File: src/rtl/sync_fifo_flex.sv
// sync_fifo_flex: single-clock FIFO of any depth with standard or
// first-word-fall-through read, almost flags, flush and sticky error flags.
module sync_fifo_flex #(
   parameter int DATA_WIDTH   = 32,
   parameter int DATA_DEPTH   = 8,
   parameter bit FWFT         = 1'b0,
   parameter int ALMOST_FULL  = 6,
   parameter int ALMOST_EMPTY = 2
) (
   input  logic                            clk,
   input  logic                            rst_n,
   input  logic                            flush,
   input  logic                            wr_en,
   input  logic [DATA_WIDTH-1:0]           wr_data,
   input  logic                            rd_en,
   output logic [DATA_WIDTH-1:0]           rd_data,
   output logic                            rd_valid,
   output logic                            full,
   output logic                            empty,
   output logic                            almost_full,
   output logic                            almost_empty,
   output logic [$clog2(DATA_DEPTH+1)-1:0] count,
   output logic                            overflow,
   output logic                            underflow
);

   localparam int CW = $clog2(DATA_DEPTH + 1);
   localparam int PW = $clog2(DATA_DEPTH);
   localparam logic [PW-1:0] LAST = PW'(DATA_DEPTH - 1);
   localparam logic [CW-1:0] FULL_CNT = CW'(DATA_DEPTH);

   logic [DATA_WIDTH-1:0] mem [DATA_DEPTH];
   logic [PW-1:0]         wr_ptr;
   logic [PW-1:0]         rd_ptr;
   logic [DATA_WIDTH-1:0] rd_data_q;
   logic                  rd_valid_q;
   logic                  rd_acc;
   logic                  wr_acc;
   logic                  bypass;

   // Depth need not be a power of two, so wrap on the last index.
   function automatic logic [PW-1:0] ptr_inc(input logic [PW-1:0] p);
      return (p == LAST) ? '0 : p + PW'(1);
   endfunction

   assign empty        = (count == '0);
   assign full         = (count == FULL_CNT);
   assign almost_full  = (count >= CW'(ALMOST_FULL));
   assign almost_empty = (count <= CW'(ALMOST_EMPTY));

   assign rd_acc = rd_en & ~empty;
   assign bypass = !FWFT & rd_en & wr_en & empty;
   assign wr_acc = wr_en & (~full | rd_acc) & ~bypass;

   assign rd_valid = FWFT ? ~empty : rd_valid_q;
   assign rd_data  = FWFT ? (empty ? '0 : mem[rd_ptr]) : rd_data_q;

   always_ff @(posedge clk or negedge rst_n) begin
      if (!rst_n) begin
         count      <= '0;
         wr_ptr     <= '0;
         rd_ptr     <= '0;
         rd_data_q  <= '0;
         rd_valid_q <= 1'b0;
         overflow   <= 1'b0;
         underflow  <= 1'b0;
      end else if (flush) begin
         count      <= '0;
         wr_ptr     <= '0;
         rd_ptr     <= '0;
         rd_valid_q <= 1'b0;
         overflow   <= 1'b0;
         underflow  <= 1'b0;
      end else begin
         rd_valid_q <= 1'b0;
         if (wr_acc) wr_ptr <= ptr_inc(wr_ptr);
         if (rd_acc) rd_ptr <= ptr_inc(rd_ptr);
         if (wr_acc & ~rd_acc)
            count <= count + CW'(1);
         else if (rd_acc & ~wr_acc)
            count <= count - CW'(1);
         if (wr_en & full & ~rd_acc) overflow <= 1'b1;
         if (rd_en & empty & (FWFT | ~wr_en)) underflow <= 1'b1;
         if (!FWFT && rd_acc) begin
            rd_data_q  <= mem[rd_ptr];
            rd_valid_q <= 1'b1;
         end else if (bypass) begin
            rd_data_q  <= wr_data;
            rd_valid_q <= 1'b1;
         end
      end
   end

   // Storage is deliberately left unreset.
   always_ff @(posedge clk) begin
      if (wr_acc && !flush) mem[wr_ptr] <= wr_data;
   end

endmodule

File: config.mk
export PLATFORM = sky130hd
export DESIGN_NAME = sync_fifo_flex
export DESIGN_NICKNAME = d
export VERILOG_FILES = /design/src/rtl/sync_fifo_flex.sv
export SDC_FILE = /design/constraint.sdc
export NUM_CORES = 1
export LEC_CHECK = 0
export CAP_MARGIN = 20
export CORE_UTILIZATION = 59
export CTS_CLUSTER_DIAMETER = 80
export CTS_CLUSTER_SIZE = 28
export DETAILED_ROUTE_END_ITERATION = 12
export PLACE_DENSITY = 0.88
export SLEW_MARGIN = 20
export SYNTH_ARGS = -nofsm -noshare
export SYNTH_HDL_FRONTEND = slang
export SYNTH_SLANG_ARGS = --single-unit
File: constraint.sdc
create_clock -name clk -period 4.7 [get_ports clk]
set_clock_uncertainty 0.1 [all_clocks]
set_input_delay 0.47 -clock clk [delete_from_list [all_inputs] [get_ports clk]]
set_output_delay 0.47 -clock clk [all_outputs]
set_load 0.005 [all_outputs]
==> results.ini, run 1 <==
[power_and_ir_drop]
p_int_mw = 4.32
comb_power_share = 0.195
p_sw_frac = 0.253
leakage_nw = 4.37
clockPowerShare = 0.244
p_sw_mw = 1.47
power.density_mw_per_mm2 = 430
pwr-share-seq = 0.561
vdd_drop_max_uv = 280
power.total_mw = 5.79

[synth]
yosysUniqueCellTypes = 30
ys_async_sr_fraction = 0.150
syn-num-nets = 683
syn_area_per_cell_um2 = 18.7
ys_warn_count = 0
synth_seq_cells = 301
synthCells = 639
synth.area.top_cells = edfxtp_1 (64%), mux4_2 (12%), dfrtp_1 (9.4%)
synth_area_mm2 = 0.0120
ys_seq_area_frac = 0.737
yosysTopAreaCell = edfxtp_1
synth_ff_type = edfxtp_1
synth_top_area_frac = 0.643
synth-edff-count = 256

[grt]
first_global_vias = 6101
grt_max_degree = 67
antenna_found_initial = 0
grt.total_usage = 0.232
grt_pass1_wl_um = 35000
grt_overflow = 0

[worst_setup_path]
worstSetupEndpoint = mem[5][2]$_DFFE_PP_
crit_cells = 5
cp_cell_sequence = or3_1, o21ai_1, or3b_2, nor2_4, buf_4
path_buf_inv = 1
slowest_stage = or3b_2
arrival_ps = 3100
critical_path_peak_fanout = 17
slowest_delay_ps = 660
critical_path_class = reg -> reg
r2r_cells = 5
timing.rr.end = mem[5][2]$_DFFE_PP_
crit_path_end_kind = flop
start_kind = flop
r2r_setup_slack_ps = 1670
required_ps = 4770
timing.rr.start = count[2]$_DFFE_PN0P_
cpLargestDelayFamily = simple AND/OR/NAND/NOR gates
critPathLaunch = count[2]$_DFFE_PN0P_

[sta]
worst_pin_slew_ps = 1040
grt_setup_unrepaired = no
fin_crit_ps = 3030
whs_ps = -9.57
tns_ps = 0
maxSlewViolCount = 0
hold_viol_final = 25
relSlewSlack = 0.302
fmax_mhz = 330
finalCritPeriodShare = 0.645
finalSetupViolCount = 0

[die]
core-area_mm2 = 0.0197
die_h_um = 144
die_x_um = 144
dieArea_mm2 = 0.0208
rows = 51
initial_core_util = 0.608
ios = 80

[cells_and_area]
stdcell_count = 981
num_antenna_cells = 0
n_fill_cell = 1278
final_common_cell = edfxtp_1
area_delta_synth_final_pct = 12.5
drive_gt1_frac = 0.162
nNetsFinal = 753
final_cell_mix = edfxtp_1 (256), clkdlybuf4s50_1 (78), mux4_2 (65)
final_cell_area_mm2 = 0.0135

[cts]
cts_htree_levels = 1
cts_sinks = 301
clk_pin_slew_ps = 100
cts_hold_buffers = 0
clk_latency_ps = 490
numCtsBuffers = 15
cts_max_path_buffers = 3
post-cts-setup-buffers = 0
cts-root-buf = clkbuf_16
cts_resized = 0
cts_tree = built

[detailed_routing]
drc_errors = 0
first_pass_iters = 5
detail_route.wl_per_cell_um = 23.6
wl_um = 23200
postRouteAntennaNets = 0
vias = 6067
drtIter0Drc = 439
vias_per_cell = 6.18

[place]
dp.cells = 956
place_area_mm2 = 0.0130
hpwl_um = 13800
io_buffers = 79
place_congestion = 0.763

[status]
violations = hold timing
status = finished with violations

[worst_hold_path]
hold_class = in -> async

[run]
maxCapViolCount = 0

## layout make-up
class	count	area (um^2)	share of cell area
clock buffers	19	390	0.0290
clock inverters	5	48.8	0.00363
inverters	6	22.5	0.00167
multi-input cells	293	2920	0.217
flip-flops and latches	301	8820	0.656
well taps	265	332	0.0247
repair buffers	92	916	0.0681
## flip-flops by register name, indices dropped and copies added (netlist names)
name       cells
rd_ptr         3
underflow      1
mem          256
count          4
wr_ptr         3
rd_valid       1
rd_data       32
overflow       1
## synthesized netlist by cell type, types with 2 or more instances
cell and instances:
edfxtp_1 256, mux4_2 65, nor2_1 46, dfrtp_1 45
nand2_1 40, nor2b_1 35, a211oi_1 34, o31ai_1 32
buf_2 14, buf_6 10, a21oi_1 8, buf_4 8
clkbuf_1 7, ha_1 6, inv_1 6, nand2b_1 3
nor3_1 3, or3_1 3, xnor2_1 3, a21o_1 2
mux2i_1 2, o21ai_1 2, or3b_2 2
## logic make-up after synthesis
group / after synthesis / synth area share
AND/OR/NAND/NOR: 136 / 0.0539
buffers and inverters: 45 / 0.0244
AO/OA/AOI/OAI: 80 / 0.0502
multiplexers: 67 / 0.124
flip-flops: 301 / 0.737
XOR/XNOR: 3 / 0.00220
adder cells (fa/ha/maj): 7 / 0.00795
## stage by stage
stage	utilization	worst slack [ps]	hold slack, ps
final	0.684	1670	-9.57
after global routing	0.684	1540	36.9
after CTS	0.683	1700	6.91
after detailed placement	0.660	1220	365
after global placement	0.660	1370	361
after floorplan	-	563	74.4
## routing by layer
| metal | global-route usage | wire [um] | part of all wire | vias up |
|---|---|---|---|---|
| met5 | 0 | 0 | 0 | - |
| met4 | 0.0676 | 486 | 0.021 | 0 |
| met3 | 0.0268 | 1260 | 0.054 | 36 |
| met2 | 0.410 | 12300 | 0.53 | 199 |
| met1 | 0.308 | 9100 | 0.39 | 3174 |
| li1 | - | - | - | 2658 |
## how the worst min path moves through the flow
| stage | startpoint | end | cells after the start |
|---|---|---|---|
| detailed placement | rd_data[14]$_DFFE_PN0P_ | rd_data[14]$_DFFE_PN0P_ | 2 |
| finish | rst_n | count[1]$_DFFE_PN0P_ | 2 |
| global placement | rd_data[7]$_DFFE_PN0P_ | rd_data[7]$_DFFE_PN0P_ | 2 |
| global route | rst_n | count[1]$_DFFE_PN0P_ | 2 |
| floorplan | rst_n | count[0]$_DFFE_PN0P_ | 0 |
| CTS | rst_n | count[1]$_DFFE_PN0P_ | 2 |
## worst reg2reg max path, delay by kind of cell, from the launching register on
kind / cells / cell delay (ps)
and+or+nand+nor: 3 / 1450
DFF: 1 / 550
buffers and inverters: 1 / 400
AOI/OAI and AO/OA: 1 / 220
## power groups by stage
stage | registers (mW) | logic, mW | clock network (mW)
final | 3.25 | 1.13 | 1.41
after global routing | 3.28 | 1.23 | 1.51
after CTS | 3.25 | 1.14 | 1.43
after detailed placement | 3.31 | 1.14 | 0
after global placement | 3.29 | 1.10 | 0
after floorplan | 3.24 | 0.717 | 0
Power figures use the tool's default switching activity.
==> inputs of run 2 (changes only) <==
CORE_UTILIZATION = 53   (was 59)
PLACE_DENSITY = 0.84   (was 0.88)
clock period = 2.7 ns   (was 4.7 ns; I/O delays follow)
==> run 2 against run 1 <==
Effect of this change:
- global-route usage shrank 1.8 points
- combinational power increased by 88%
- wire length rose by 3.1%
- cell count up 4.0%
- clock power grew 74%
- register-to-register slack worse by 1400 ps
- the flow finishes with violations (DRC)
- via count is 2.2% higher
- final area increased by 2.8%
- utilization is 5.5 points lower
==> results.ini, run 2 (synthesis results as in run 1) <==
[cells_and_area]
final_cell_mix = edfxtp_1 (256), clkdlybuf4s50_1 (78), mux4_2 (65)
final_cell_area_mm2 = 0.0138  ; +2.8%
top_register = mem
largest_reg_flops = 256  ; unchanged
seq_area_mm2 = 0.00882  ; about the same
multi_input_area_mm2 = 0.00293  ; +0.43%
stdcell_count = 1020  ; +4.0%
nNetsFinal = 777  ; +3.2%
num_antenna_cells = 0  ; unchanged
n_fill_cell = 1438  ; +13%
final_common_cell = edfxtp_1
drive_gt1_frac = 0.188  ; +0.0258
area_delta_synth_final_pct = 15.6

[grt]
antenna_found_initial = 0  ; unchanged
grt.total_usage = 0.214  ; -0.0182
grt_pass1_wl_um = 37500  ; +7.2%
grt_max_degree = 66  ; -1.5%
grt_overflow = 0  ; unchanged
first_global_vias = 6483  ; +6.3%

[detailed_routing]
vias_per_cell = 6.08  ; -1.7%
wl_um = 23900  ; +3.1%
first_pass_iters = 9  ; +4
detail_route.wl_per_cell_um = 23.4  ; -0.84%
drc_errors = 7  ; +7
postRouteAntennaNets = 0  ; unchanged
drtIter0Drc = 474  ; +8.0%
vias = 6200  ; +2.2%

[place]
dp.cells = 995  ; +4.1%
place_congestion = 0.824  ; +8.0%
place_area_mm2 = 0.0134  ; +3.1%
io_buffers = 79  ; unchanged
hpwl_um = 15300  ; +11%

[sta]
finalSetupViolCount = 0  ; unchanged
worst_pin_slew_ps = 935  ; -109 ps
fmax_mhz = 388
hold_viol_final = 0  ; -100%
relSlewSlack = 0.374  ; +0.0719
tns_ps = 0  ; unchanged
fin_crit_ps = 2580
maxSlewViolCount = 0  ; unchanged
finalCritPeriodShare = 0.954
grt_setup_unrepaired = no
whs_ps = 46.9  ; +56.5 ps

[run]
maxCapViolCount = 0  ; unchanged

[cts]
cts_htree_levels = 1  ; unchanged
clk_latency_ps = 490  ; about the same
cts_resized = 0  ; unchanged
numCtsBuffers = 15  ; unchanged
cts_sinks = 301  ; unchanged
clk_pin_slew_ps = 100  ; about the same
cts_hold_buffers = 1  ; +1
cts-root-buf = clkbuf_16
cts_max_path_buffers = 3  ; unchanged
cts_tree = built
post-cts-setup-buffers = 0  ; unchanged

[status]
status = finished with violations
violations = DRC

[power_and_ir_drop]
leakage_nw = 4.53  ; +3.6%
power.total_mw = 10.2  ; +76%
clockPowerShare = 0.241  ; -0.003
p_sw_frac = 0.254  ; +0.00104
p_sw_mw = 2.59  ; +77%
comb_power_share = 0.209  ; +0.014
vdd_drop_max_uv = 783  ; +180%
p_int_mw = 7.60  ; +76%
power.density_mw_per_mm2 = 737  ; +71%
pwr-share-seq = 0.551  ; -0.010

[die]
dieArea_mm2 = 0.0232  ; +11%
initial_core_util = 0.544  ; -0.0638
die_h_um = 152  ; +5.4%
die_x_um = 152  ; +5.4%
ios = 80  ; unchanged
rows = 54  ; +5.9%
core-area_mm2 = 0.0220  ; +12%

[worst_setup_path]
r2r_cells = 4  ; -1
timing.rr.end = rd_data[26]$_DFFE_PN0P_
slowest_stage = or4_4
crit_path_end_kind = primary output
start_kind = flop
timing.rr.start = count[3]$_DFFE_PN0P_
path_buf_inv = 2  ; +1
required_ps = 2330  ; -2440 ps
slowest_delay_ps = 620  ; -40 ps
r2r_setup_slack_ps = 240  ; -1430 ps
cp_cell_sequence = or4_4, inv_1, clkdlybuf4s50_1
critical_path_class = reg -> out
arrival_ps = 2210  ; -890 ps
critical_path_peak_fanout = 8  ; -9
cpLargestDelayFamily = simple AND/OR/NAND/NOR gates

[worst_hold_path]
hold_class = in -> async

run 2: cell count changes in the layout (fill, tap and decap cells not counted), moves of 2 or more:
cell	before	now
buf_12	1	16
buf_4	11	20
clkinv_2	0	2
clkinv_4	2	0
dfrtp_2	0	2
dfrtp_4	3	1
nor3_2	2	0
nor3_4	0	2
run 2: worst register-to-register path: stages, from the launching register on:
cell,delay (ps)
dfrtp_1,510
o41ai_4,930
buf_4,410
a211oi_1,110
o31ai_1,300
run 2: area by class of cell:
cell class / instances / area share
Clock inverter: 5 / 0.00326
Clock buffer: 19 / 0.0282
Multi-Input combinational cell: 293 / 0.212
Sequential cell: 301 / 0.638
Timing Repair Buffer: 116 / 0.0916
Inverter: 6 / 0.00163
Tap cell: 280 / 0.0253
run 2: power by group through the flow:
stage	Sequential, mW	Combinational [mW]	Clock [mW]
2_1_floorplan	5.64	1.25	0
3_3_place_gp	5.69	2.09	0
3_5_place_dp	5.72	2.15	0
4_1_cts	5.62	2.16	2.50
5_1_grt	5.66	2.31	2.66
6_report	5.61	2.13	2.45
run 2: layer usage:
metal,GRT usage,vias up,share of wire
met1,0.287,3274,0.41
met3,0.0301,30,0.046
li1,-,2711,-
met2,0.372,185,0.53
met5,0,-,0
met4,0.0564,0,0.021
run 2: worst max-delay path by stage:
stage,end,from,slack [ps],cells after the start
2_1_floorplan,mem[2][0]$_DFFE_PP_,count[1]$_DFFE_PN0P_,-420,5
3_3_place_gp,mem[1][29]$_DFFE_PP_,rd_en,130,6
3_5_place_dp,mem[1][13]$_DFFE_PP_,rd_en,120,6
4_1_cts,empty,count[3]$_DFFE_PN0P_,80,3
5_1_grt,empty,count[3]$_DFFE_PN0P_,40,3
6_report,empty,count[3]$_DFFE_PN0P_,120,3
run 2: stage by stage:
step,setup slack [ps],util
floorplan,-421,-
global placement,131,0.609
detailed placement,125,0.609
CTS,83.5,0.630
global route,35.6,0.630
finish,124,0.630
==> variant, RTL diff (settings of run 2) <==
`FWFT`: 1'b0 -> 1'b1.
--- a/src/rtl/sync_fifo_flex.sv
+++ b/src/rtl/sync_fifo_flex.sv
@@ -3,7 +3,7 @@
 module sync_fifo_flex #(
    parameter int DATA_WIDTH   = 32,
    parameter int DATA_DEPTH   = 8,
-   parameter bit FWFT         = 1'b0,
+   parameter bit FWFT         = 1'b1,
    parameter int ALMOST_FULL  = 6,
    parameter int ALMOST_EMPTY = 2
 ) (
Check against the original RTL: not equivalent (Yosys sat finds a counterexample within 4 cycles, from zero or initial values and one cycle with rst_n low).
==> variant against run 2 <==
Largest cell class unchanged; global-route usage rose by 0.63 points; synthesized area down 12%; clock power fell by 5%; cell area fell by 7.7%; cell count decreased by 12%; non-clock buffer count grew 21; power increased by 1.3%; routed wire length fell by 9.3%; the run ends with setup timing left; sequential cell count fell by 33; utilization rose by 2.6 points; setup slack worse by 210 ps.
==> variant: results (changes against run 2) <==
run_status:
  status: "finished, violations left"
  violations: "setup timing"
cts:
  post-cts-setup-buffers: 15  # +15
  post_cts_resized: 69  # +69
  numCtsBuffers: 14  # -1
critical_path:
  r2r_cells: 8  # +4
  crit_end: "rd_data[30]"
  r2r_slack_ps: 310  # +70 ps
  crit_fanout: 9  # +1
global_routing:
  grt_pass1_wl_mm: 32.5  # -13%
final_layout:
  fin_cells: 899  # -12%
  num-nets-final: 672  # -14%
  fillerInstances: 1221  # -15%
yosys:
  synthAdderAreaFrac: 0.00903  # +0.00107
  yosys-top-cells-count: "edfxtp_1, mux4_2, nor2_1"
  synth_seq_area_share: 0.758  # +0.0211
  synth_area_leaders: "edfxtp_1, mux4_2, mux2i_1"
pwr:
  clock_power_share: 0.226  # -0.015
  vdd_ir_drop_max_v: 0.000541  # -31%
sta:
  setup_viol: 2  # +2
  relSlewSlack: 0.610  # +0.235
  setup_slack_ps: -83.2  # -207 ps
placement:
  dp_hpwl_mm: 12.1  # -21%
  place_congestion: 0.771  # -6.4%
drt:
  drt-pass1-iter-count: 5  # -4
==> variant: critical path: cells and delay by family, from the launching register on <==
family	cells	cell delay, ps
flops	1	540
buf+inv	4	690
simple gates	1	70
mux	2	610
==> variant: final cells by class <==
| cell class | count | area share |
|---|---|---|
| antenna | 1 | 0.000196 |
| multi-input combinational | 201 | 0.198 |
| sequential | 268 | 0.627 |
| inverter | 6 | 0.00176 |
| clock buffer | 19 | 0.0306 |
| clock inverter | 2 | 0.00363 |
| tap | 265 | 0.0260 |
| timing repair buffer | 137 | 0.113 |
==> variant: metal layers <==
metal	up-vias	GRT usage	wire, um
li1	2299	-	-
met1	2846	0.274	8250
met2	211	0.396	11800
met3	31	0.0292	1180
met4	0	0.0826	421
met5	-	0	0
==> variant: metrics by stage <==
stage                     instance area [um2]  total power (W)  worst slack [ps]
final                                   12800           0.0103             -83.2
after global routing                    12800           0.0107              -121
after CTS                               12700           0.0103              -150
after detailed placement                12000          0.00782               303
after global placement                  12000          0.00773               348
after floorplan                         10600          0.00642              -542
